--- src/rtl/inv_mix_columns_seq.sv ---
// Sequential AES (Inv)MixColumns: one 32-bit column per clock through a shared
// GF(2^8) column engine, valid/ready handshake on both sides.
module inv_mix_columns_seq #(
    parameter bit INVERSE = 1'b1
) (
    input  logic         clk,
    input  logic         reset,
    input  logic         in_valid,
    output logic         in_ready,
    input  logic [127:0] state_in,
    output logic         out_valid,
    input  logic         out_ready,
    output logic [127:0] state_out,
    output logic         busy
);

    typedef enum logic [1:0] {
        IDLE = 2'd0,
        COL  = 2'd1,
        DONE = 2'd2
    } state_e;

    // Row-0 coefficients; each further row rotates them right by one.
    localparam logic [7:0] K0 = INVERSE ? 8'h0e : 8'h02;
    localparam logic [7:0] K1 = INVERSE ? 8'h0b : 8'h03;
    localparam logic [7:0] K2 = INVERSE ? 8'h0d : 8'h01;
    localparam logic [7:0] K3 = INVERSE ? 8'h09 : 8'h01;

    function automatic logic [7:0] xtime(input logic [7:0] x);
        return {x[6:0], 1'b0} ^ (x[7] ? 8'h1b : 8'h00);
    endfunction

    function automatic logic [7:0] gf_mul(input logic [7:0] a, input logic [7:0] k);
        logic [7:0] x2, x4, x8, p;
        x2 = xtime(a);
        x4 = xtime(x2);
        x8 = xtime(x4);
        case (k)
            8'h01:   p = a;
            8'h02:   p = x2;
            8'h03:   p = x2 ^ a;
            8'h09:   p = x8 ^ a;
            8'h0b:   p = x8 ^ x2 ^ a;
            8'h0d:   p = x8 ^ x4 ^ a;
            8'h0e:   p = x8 ^ x4 ^ x2;
            default: p = 8'h00;
        endcase
        return p;
    endfunction

    state_e            state_q, state_d;
    logic [1:0]        col_q, col_d;
    logic [3:0][31:0]  in_q, in_d;      // index 3 is column 0 (most significant)
    logic [3:0][31:0]  work_q, work_d;
    logic [31:0]       col_in, col_out;
    logic [7:0]        a0, a1, a2, a3;

    // Column engine: ~col_q maps column number to packed slot.
    always_comb begin
        col_in  = in_q[~col_q];
        a0      = col_in[31:24];
        a1      = col_in[23:16];
        a2      = col_in[15:8];
        a3      = col_in[7:0];
        col_out = {gf_mul(a0, K0) ^ gf_mul(a1, K1) ^ gf_mul(a2, K2) ^ gf_mul(a3, K3),
                   gf_mul(a0, K3) ^ gf_mul(a1, K0) ^ gf_mul(a2, K1) ^ gf_mul(a3, K2),
                   gf_mul(a0, K2) ^ gf_mul(a1, K3) ^ gf_mul(a2, K0) ^ gf_mul(a3, K1),
                   gf_mul(a0, K1) ^ gf_mul(a1, K2) ^ gf_mul(a2, K3) ^ gf_mul(a3, K0)};
    end

    // NOTE: every *_d gets its hold value first so no path leaves a latch behind.
    always_comb begin
        state_d = state_q;
        col_d   = col_q;
        in_d    = in_q;
        work_d  = work_q;
        case (state_q)
            IDLE: begin
                if (in_valid) begin
                    in_d    = state_in;
                    col_d   = 2'd0;
                    state_d = COL;
                end
            end
            COL: begin
                work_d[~col_q] = col_out;
                col_d          = col_q + 2'd1;
                if (col_q == 2'd3) state_d = DONE;
            end
            DONE: begin
                if (out_ready) state_d = IDLE;
            end
            default: state_d = IDLE;
        endcase
    end

    // NOTE: non-blocking assignments so every flop samples pre-edge values.
    always_ff @(posedge clk) begin
        if (reset) begin
            state_q <= IDLE;
            col_q   <= 2'd0;
            in_q    <= '0;
            work_q  <= '0;
        end else begin
            state_q <= state_d;
            col_q   <= col_d;
            in_q    <= in_d;
            work_q  <= work_d;
        end
    end

    assign in_ready  = (state_q == IDLE);
    assign out_valid = (state_q == DONE);
    assign busy      = (state_q != IDLE);
    assign state_out = work_q;

endmodule

--- config.mk ---
export PLATFORM = sky130hd
export DESIGN_NAME = inv_mix_columns_seq
export DESIGN_NICKNAME = d
export VERILOG_FILES = /design/src/rtl/inv_mix_columns_seq.sv
export SDC_FILE = /design/constraint.sdc
export NUM_CORES = 1
export LEC_CHECK = 0
export CAP_MARGIN = 20
export CORE_ASPECT_RATIO = 1.75
export CORE_MARGIN = 4
export CORE_UTILIZATION = 40
export CTS_CLUSTER_DIAMETER = 30
export DETAILED_ROUTE_END_ITERATION = 10
export PLACE_DENSITY = 0.62
export SLEW_MARGIN = 20
export SYNTH_ARGS = -nofsm -noshare
export SYNTH_HDL_FRONTEND = slang
export SYNTH_SLANG_ARGS = --single-unit
--- constraint.sdc ---
create_clock -name clk -period 3.4 [get_ports clk]
set_clock_uncertainty 0.15 [all_clocks]
set_input_delay 1.02 -clock clk [delete_from_list [all_inputs] [get_ports clk]]
set_output_delay 1.02 -clock clk [all_outputs]
set_load 0.02 [all_outputs]
==> insert_results.sql, run 1 <==
INSERT INTO impl_metrics (metric_group, metric, value, unit) VALUES
('status', 'status', 'finished, final reports clean', ''),
('route', 'post_detailed_route_via_to_cell_ratio', '4.91', ''),
('route', 'drt_iter0_markers', '590', ''),
('setup_path', 'worst_ep_arrival_time', '3.58', 'ns'),
('setup_path', 'crit_required', '3.70', 'ns'),
('placed_design', 'place.port_buffers', '262', ''),
('layout', 'post_route_cells_drive_above_1_share', '12.3', '%'),
('setup_path', 'timing.critical_path.to_type', 'flop', ''),
('synthesis', 'largest_family_of_logic_cells_by_synthesized_area', 'XOR/XNOR gates', ''),
('synthesis', 'synth_compound_area_share', '11.0', '%'),
('synthesis', 'netlist-cell-type-count', '30', ''),
('timing', 'timing.slew.headroom', '63.5', '%'),
('synthesis', 'synth_sequential_area_ratio', '43.0', '%'),
('timing', 'clock.fmax', '0.305', 'GHz'),
('synthesis', 'syn_nets', '1514', ''),
('layout', 'area_growth', '37.2', '%'),
('grt', 'groute.usage.overall', '21.9', '%'),
('timing', 'timing_hold_violations_final', '0', ''),
('synthesis', 'synth-seq-cells', '260', ''),
('floorplan', 'num_rows', '84', ''),
('layout', 'n_antenna_cell', '0', ''),
('power_and_ir_drop', 'p_leak', '0.00612', 'uW'),
('power_and_ir_drop', 'total_power', '11200', 'uW'),
('clocking', 'cts_inserted_buffers', '36', ''),
('floorplan', 'io-pin-count', '263', ''),
('synthesis', 'synth_largest_type_area_fraction', '43.0', '%'),
('synthesis', 'syn-mean-instance-area', '8.78', 'sq um'),
('setup_path', 'critPathMaxFanout', '19', ''),
('setup_path', 'chain_of_cells_forming_the_critical_path', 'buf_12 > mux4_2 > buf_4 > xnor2_1 > xnor3_1 > xor3_2 > xnor2_2 > nand2_1 > a21oi_2', ''),
('setup_path', 'criticalPathCategory', 'flop to flop', ''),
('route', 'drt_wl_total', '38.1', 'mm'),
('synthesis', 'synth_area_leaders', 'dfxtp_1, nand2_1, a21oi_1', ''),
('hold_path', 'timing.hold.worst.class', 'flop to flop', ''),
('synthesis', 'netlist_instances', '1378', ''),
('timing', 'finalSetupViolCount', '0', ''),
('power_and_ir_drop', 'pwr_density_cell', '673', 'nW/um^2'),
('setup_path', 'critical_path.slowest_cell', 'mux4_2', ''),
('timing', 'tightestPinTransition', '0.544', 'ns'),
('clocking', 'clk_transition_reported_paths', '0.06', 'ns'),
('synthesis', 'synth_area', '12100', 'sq um'),
('route', 'drcViolationCount', '0', ''),
('clocking', 'cts_max_path_buffers', '3', ''),
('placed_design', 'gp_routability_congestion', '0.964', ''),
('run', 'max_cap_viol_count', '0', ''),
('timing', 'post-route-min-period', '3.28', 'ns'),
('floorplan', 'die_area', '33200', 'sq um'),
('clocking', 'cts_num_sinks', '260', ''),
('floorplan', 'floorplan.die.height', '238', 'microns'),
('setup_path', 'worst_path_largest_cell_delay', '0.60', 'ns'),
('clocking', 'cts.root.buffer_cell', 'clkbuf_16', ''),
('setup_path', 'critPathTopFamily', 'XOR/XNOR gates', ''),
('power_and_ir_drop', 'vdd_ir_drop_max', '0.329', 'mV'),
('grt', 'globalRouteOverflowTotal', '0', ''),
('setup_path', 'cp-start-kind', 'flop', ''),
('floorplan', 'chip_width', '139', 'microns'),
('placed_design', 'placed_inst_area', '15300', 'sq um'),
('grt', 'antenna_found_initial', '0', ''),
('clocking', 'cts_hold_buf', '0', ''),
('route', 'vias', '10105', ''),
('layout', 'final_design_area_no_fill', '16600', 'sq um'),
('timing', 'grt_setup_unrepaired', 'true', ''),
('synthesis', 'yosys.area.top_type', 'dfxtp_1', ''),
('route', 'antenna_violating_nets_post_route', '0', ''),
('route', 'post_drt_wl_per_cell', '18.5', 'microns'),
('layout', 'nets', '1780', ''),
('synthesis', 'share_of_synthesized_area_spent_on_multiplexers', '6.12', '%'),
('synthesis', 'yosys.area_share.simple', '16.6', '%'),
('grt', 'global_route_wire_length_before_repair', '56.8', 'mm'),
('clocking', 'clock_insertion_delay_worst_skew', '0.52', 'ns'),
('synthesis', 'synth_fa_ha_area_share', '0.413', '%'),
('floorplan', 'core_region_area', '30000', 'sq um'),
('timing', 'final.period_utilization', '96.6', '%'),
('route', 'drt_pass1_iterations', '5', ''),
('placed_design', 'dp_hpwl', '28.7', 'mm'),
('synthesis', 'ys_warnings', '0', ''),
('setup_path', 'critical_path.n_buffers_inverters', '2', ''),
('clocking', 'clock_tree_from_tritoncts', 'built', ''),
('synthesis', 'xor_xnor_fraction_of_synth_area', '18.5', '%'),
('grt', 'grt_max_degree', '75', ''),
('timing', 'slew_violations', '0', ''),
('floorplan', 'floorplan.initialDensity', '40.4', '%'),
('clocking', 'clock_tree.htree_level_count', '2', ''),
('grt', 'number_of_global_route_vias_before_repair', '9993', '');
-- stage by stage --
step	TNS, ns	setup slack [ns]	std cells	util [%]	hold slack [ns]
floorplan	0	0.399	1378	-	0.283
global placement	0	0.0323	1983	51.0	0.290
detailed placement	0	0.00669	1983	51.0	0.294
CTS	-0.0316	-0.0110	2048	55.1	0.302
global route	-0.0506	-0.0124	2057	55.4	0.320
finish	0	0.117	2057	55.4	0.301
-- layer usage --
metal / up-vias / share of wire [%] / global-route usage (%)
li1: 5006 / - / -
met1: 4697 / 36 / 23.1
met2: 314 / 55 / 42.8
met3: 88 / 4.4 / 2.93
met4: 0 / 4.2 / 9.47
met5: - / 0 / 0
-- path summary, 6_finish.rpt --
path	slack [ns]	endpoint	cells past startpoint	startpoint
setup / recovery	0.12	state_out[51]	9	col_q[1]
hold / removal	0.30	state_out[23]	2	state_out[23]
setup reg to reg	0.12	state_out[51]	9	col_q[1]
hold reg to reg	0.30	state_out[23]	2	state_out[23]
-- area by class of cell --
class / instances / area (sq um)
clock inverter: 24 / 294
sequential: 260 / 5210
inverter: 4 / 15.0
fill: 2806 / 13400
tap: 387 / 484
clock buffer: 40 / 937
multi-input combinational: 1007 / 6400
timing repair buffer: 335 / 3260
-- kinds of logic after synthesis --
family	after synthesis
AO/OA/AOI/OAI	259
XOR/XNOR	181
adder cells (fa/ha/maj)	4
buffers and inverters	111
flip-flops	260
multiplexers	34
AND/OR/NAND/NOR	529
-- Yosys cell counts --
cell / instances
dfxtp_1: 260
o21bai_1: 1
nor3_1: 1
buf_4: 5
nor2_1: 3
nand2_1: 517
nand2b_1: 1
xor3_1: 1
mux4_2: 32
buf_12: 1
xnor2_4: 5
buf_1: 6
clkbuf_1: 72
a21oi_2: 8
a22oi_1: 1
xor2_2: 3
mux2i_1: 2
xor3_2: 2
buf_6: 8
xnor3_1: 28
xnor2_2: 12
xor2_1: 29
buf_2: 15
nor2b_1: 2
xnor2_1: 100
a21oi_1: 249
and2_1: 5
xnor3_2: 1
ha_1: 4
inv_1: 4
-- registers in the layout, indices dropped and copies added, names as in the netlist --
name,cells
in_q,128
state_out,128
col_q,2
state_q,2
-- layout by cell type (no fill, tap or decap), types with 4 or more instances in the layout --
| cell | synthesis | layout |
|---|---|---|
| a21oi_1 | 249 | 249 |
| a21oi_2 | 8 | 8 |
| and2_1 | 5 | 4 |
| buf_12 | 1 | 7 |
| buf_4 | 5 | 66 |
| clkbuf_16 | 0 | 37 |
| clkdlybuf4s50_1 | 0 | 261 |
| clkinv_4 | 0 | 7 |
| dfxtp_1 | 260 | 258 |
| ha_1 | 4 | 4 |
| inv_1 | 4 | 4 |
| inv_6 | 0 | 4 |
| mux4_2 | 32 | 32 |
| nand2_1 | 517 | 516 |
| xnor2_1 | 100 | 97 |
| xnor2_2 | 12 | 15 |
| xnor2_4 | 5 | 5 |
| xnor3_1 | 28 | 27 |
| xor2_1 | 29 | 29 |
-- worst register-to-register path: stages (launching register included) --
cell	delay, ns
dfxtp_2	0.36
buf_12	0.20
mux4_2	0.61
buf_4	0.18
xnor2_1	0.27
xnor3_1	0.49
xor3_2	0.48
xnor2_2	0.25
nand2_1	0.10
a21oi_2	0.13
-- timing repair --
item / 4_1_cts / 5_1_grt
resized for setup: 0 / 4
setup buffers: 1 / 9
hold endpoints to repair: 0 / 0
pin swaps: 0 / 1
endpoints found under the setup margin: 5 / 10
-- power breakdown --
| part | total (uW) | internal, uW | switching [uW] |
|---|---|---|---|
| clock network | 3790 | 2290 | 1500 |
| logic | 3940 | 1840 | 2100 |
| registers | 3440 | 3290 | 155 |
(Power assumes the default switching activity.)
==> run 2, diff against run 1 <==
- CORE_UTILIZATION: 40 -> 30
- PLACE_DENSITY: 0.62 -> 0.49
==> run 2 against run 1 <==
Against the previous run:
- register-to-register slack better by 0.02 ns
- setup slack gained 0.020 ns
- global-route usage fell by 4.0 points
- non-clock buffer count up 16
- clock power increased by 11%
==> insert_results.sql, run 2 (same netlist as run 1, synthesis figures left out) <==
INSERT INTO impl_metrics (metric_group, metric, value, unit) VALUES
('floorplan', 'floorplan.initialDensity', '30.3', '%'),
('setup_path', 'chain_of_cells_forming_the_critical_path', 'buf_12 > buf_12 > buf_4 > mux4_2 > xnor2_4 > xnor3_1 > xor3_2 > xnor2_2 > nand2_1 > a21oi_2', ''),
('route', 'post_detailed_route_via_to_cell_ratio', '4.60', ''),
('hold_path', 'hold_depth', '2', ''),
('setup_path', 'critical_path.slowest_cell', 'xor3_2', ''),
('timing', 'hold_ws', '0.301', 'ns'),
('clocking', 'clock_tree.htree_level_count', '2', ''),
('timing', 'clock.fmax', '0.307', 'GHz'),
('route', 'drt_iter0_markers', '511', ''),
('timing', 'timing.slew.headroom', '55.5', '%'),
('placed_design', 'gp_routability_congestion', '0.892', ''),
('setup_path', 'cp-start-kind', 'flop', ''),
('timing', 'slew_violations', '0', ''),
('placed_design', 'placed_inst_area', '15600', 'sq um'),
('setup_path', 'criticalPathCategory', 'flop to flop', ''),
('status', 'status', 'finished, final reports clean', ''),
('grt', 'globalRouteOverflowTotal', '0', ''),
('power_and_ir_drop', 'p_leak', '0.00633', 'uW'),
('layout', 'fill_cells', '3995', ''),
('floorplan', 'floorplan.die.height', '274', 'microns'),
('setup_path', 'worst_ep_arrival_time', '3.57', 'ns'),
('clocking', 'cts_max_path_buffers', '3', ''),
('timing', 'final.period_utilization', '96.0', '%'),
('setup_path', 'critical_path.n_buffers_inverters', '3', ''),
('layout', 'n_antenna_cell', '0', ''),
('clocking', 'cts_inserted_buffers', '42', ''),
('setup_path', 'worst_path_largest_cell_delay', '0.52', 'ns'),
('route', 'post_drt_wl_per_cell', '18.5', 'microns'),
('timing', 'setup_ws', '0.138', 'ns'),
('timing', 'timing_hold_violations_final', '0', ''),
('clocking', 'clk_transition_reported_paths', '0.05', 'ns'),
('route', 'drcViolationCount', '0', ''),
('layout', 'final_design_area_no_fill', '17100', 'sq um'),
('layout', 'area_growth', '41.5', '%'),
('timing', 'post-route-min-period', '3.26', 'ns'),
('placed_design', 'dp_hpwl', '30.9', 'mm'),
('setup_path', 'crit_required', '3.70', 'ns'),
('grt', 'antenna_found_initial', '0', ''),
('route', 'antenna_violating_nets_post_route', '0', ''),
('layout', 'nets', '1802', ''),
('setup_path', 'timing.critical_path.to_type', 'flop', ''),
('route', 'vias', '10093', ''),
('floorplan', 'num_rows', '97', ''),
('grt', 'grt_max_degree', '71', ''),
('clocking', 'cts_hold_buf', '0', ''),
('floorplan', 'io-pin-count', '263', ''),
('run', 'max_cap_viol_count', '0', ''),
('clocking', 'cts_num_sinks', '260', ''),
('power_and_ir_drop', 'pwr_density_cell', '690', 'nW/um^2'),
('timing', 'finalSetupViolCount', '0', ''),
('setup_path', 'crit_path_depth', '10', ''),
('power_and_ir_drop', 'vdd_ir_drop_max', '0.373', 'mV'),
('floorplan', 'core_region_area', '39900', 'sq um'),
('hold_path', 'timing.hold.worst.class', 'flop to flop', ''),
('grt', 'global_route_wire_length_before_repair', '60.6', 'mm'),
('setup_path', 'critPathMaxFanout', '13', ''),
('clocking', 'clock_tree_from_tritoncts', 'built', ''),
('setup_path', 'critPathTopFamily', 'XOR/XNOR gates', ''),
('layout', 'post_route_cells_drive_above_1_share', '14.0', '%'),
('route', 'drt_wl_total', '40.5', 'mm'),
('clocking', 'cts.root.buffer_cell', 'clkbuf_16', ''),
('clocking', 'clock_insertion_delay_worst_skew', '0.53', 'ns'),
('placed_design', 'place_ws', '-0.142', 'ns'),
('layout', 'layout.cells.most_common_list', 'nand2_1, clkdlybuf4s50_1, dfxtp_1', ''),
('route', 'drt_pass1_iterations', '4', ''),
('setup_path', 'worstRegToRegCells', '10', ''),
('placed_design', 'dp.cells', '2107', ''),
('setup_path', 'crit_path_frequent_cell', 'buf_12', ''),
('timing', 'tightestPinTransition', '0.663', 'ns'),
('placed_design', 'place.port_buffers', '262', ''),
('floorplan', 'die_area', '43800', 'sq um'),
('timing', 'tns_setup', '0', 'ns'),
('grt', 'groute.usage.overall', '17.9', '%'),
('floorplan', 'chip_width', '160', 'microns'),
('layout', 'finish.cell_count_without_fillers', '2193', ''),
('layout', 'layout.cells.most_common', 'nand2_1', ''),
('grt', 'number_of_global_route_vias_before_repair', '10230', '');
## run 2: changes by cell type in the layout (fill, tap and decap cells not counted), moves of 4 or more
| cell | previous run | this run |
|---|---|---|
| buf_4 | 66 | 79 |
| clkbuf_16 | 37 | 43 |
| clkbuf_8 | 1 | 9 |
| clkinv_2 | 2 | 6 |
| clkinv_4 | 7 | 3 |
| xnor2_1 | 97 | 92 |
| xnor2_2 | 15 | 20 |
## run 2: final cells by class
type                    count  area, sq um  area share (%)
multi-input cells        1007         6450            37.7
flip-flops and latches    260         5210            30.4
repair buffers            351         3420            20.0
clock buffers              57         1210            7.06
well taps                 495          619            3.62
clock inverters            19          204            1.19
inverters                   4         15.0          0.0877
## run 2: report_power, final
part	switching (uW)	internal, uW
Combinational	2240	1940
Clock	1490	2730
Sequential	146	3290
Total	3870	7950
## run 2: timing repair
action | in CTS | in global routing
resized for setup | 3 | 8
setup endpoints to repair | 5 | 24
setup buffers | 1 | 9
pin swaps | 0 | 1
## run 2: metal layers
layer | share of wire (%) | global-route usage [%] | vias up
li1 | - | - | 5060
met1 | 37 | 19.0 | 4710
met2 | 56 | 35.2 | 261
met3 | 3.8 | 2.73 | 62
met4 | 3.1 | 6.53 | 0
met5 | 0 | 0 | -
## run 2: stage by stage
| stage | power, uW | util (%) |
|---|---|---|
| 6_report | 11800 | 42.9 |
| 5_1_grt | 12400 | 42.9 |
| 3_5_place_dp | 7640 | 38.9 |
| 2_1_floorplan | 5850 | - |
| 3_3_place_gp | 7620 | 38.9 |
| 4_1_cts | 11900 | 42.5 |
## run 2: path summary, 6_finish.rpt
| kind | start | endpoint | slack (ns) |
|---|---|---|---|
| worst min-delay path | in_q[120] | in_q[120] | 0.30 |
| worst min register to register | in_q[120] | in_q[120] | 0.30 |
| worst max-delay path | col_q[1] | state_out[19] | 0.14 |
| worst max register to register | col_q[1] | state_out[19] | 0.14 |
## run 2: worst reg2reg max path, delay by kind of cell (launching register included)
family	cells	cell delay (ns)
muxes	1	0.40
DFF	1	0.35
and+or+nand+nor	1	0.10
AOI/OAI and AO/OA	1	0.12
xor gates and xnor gates	4	1.59
buffers and inverters	3	0.48
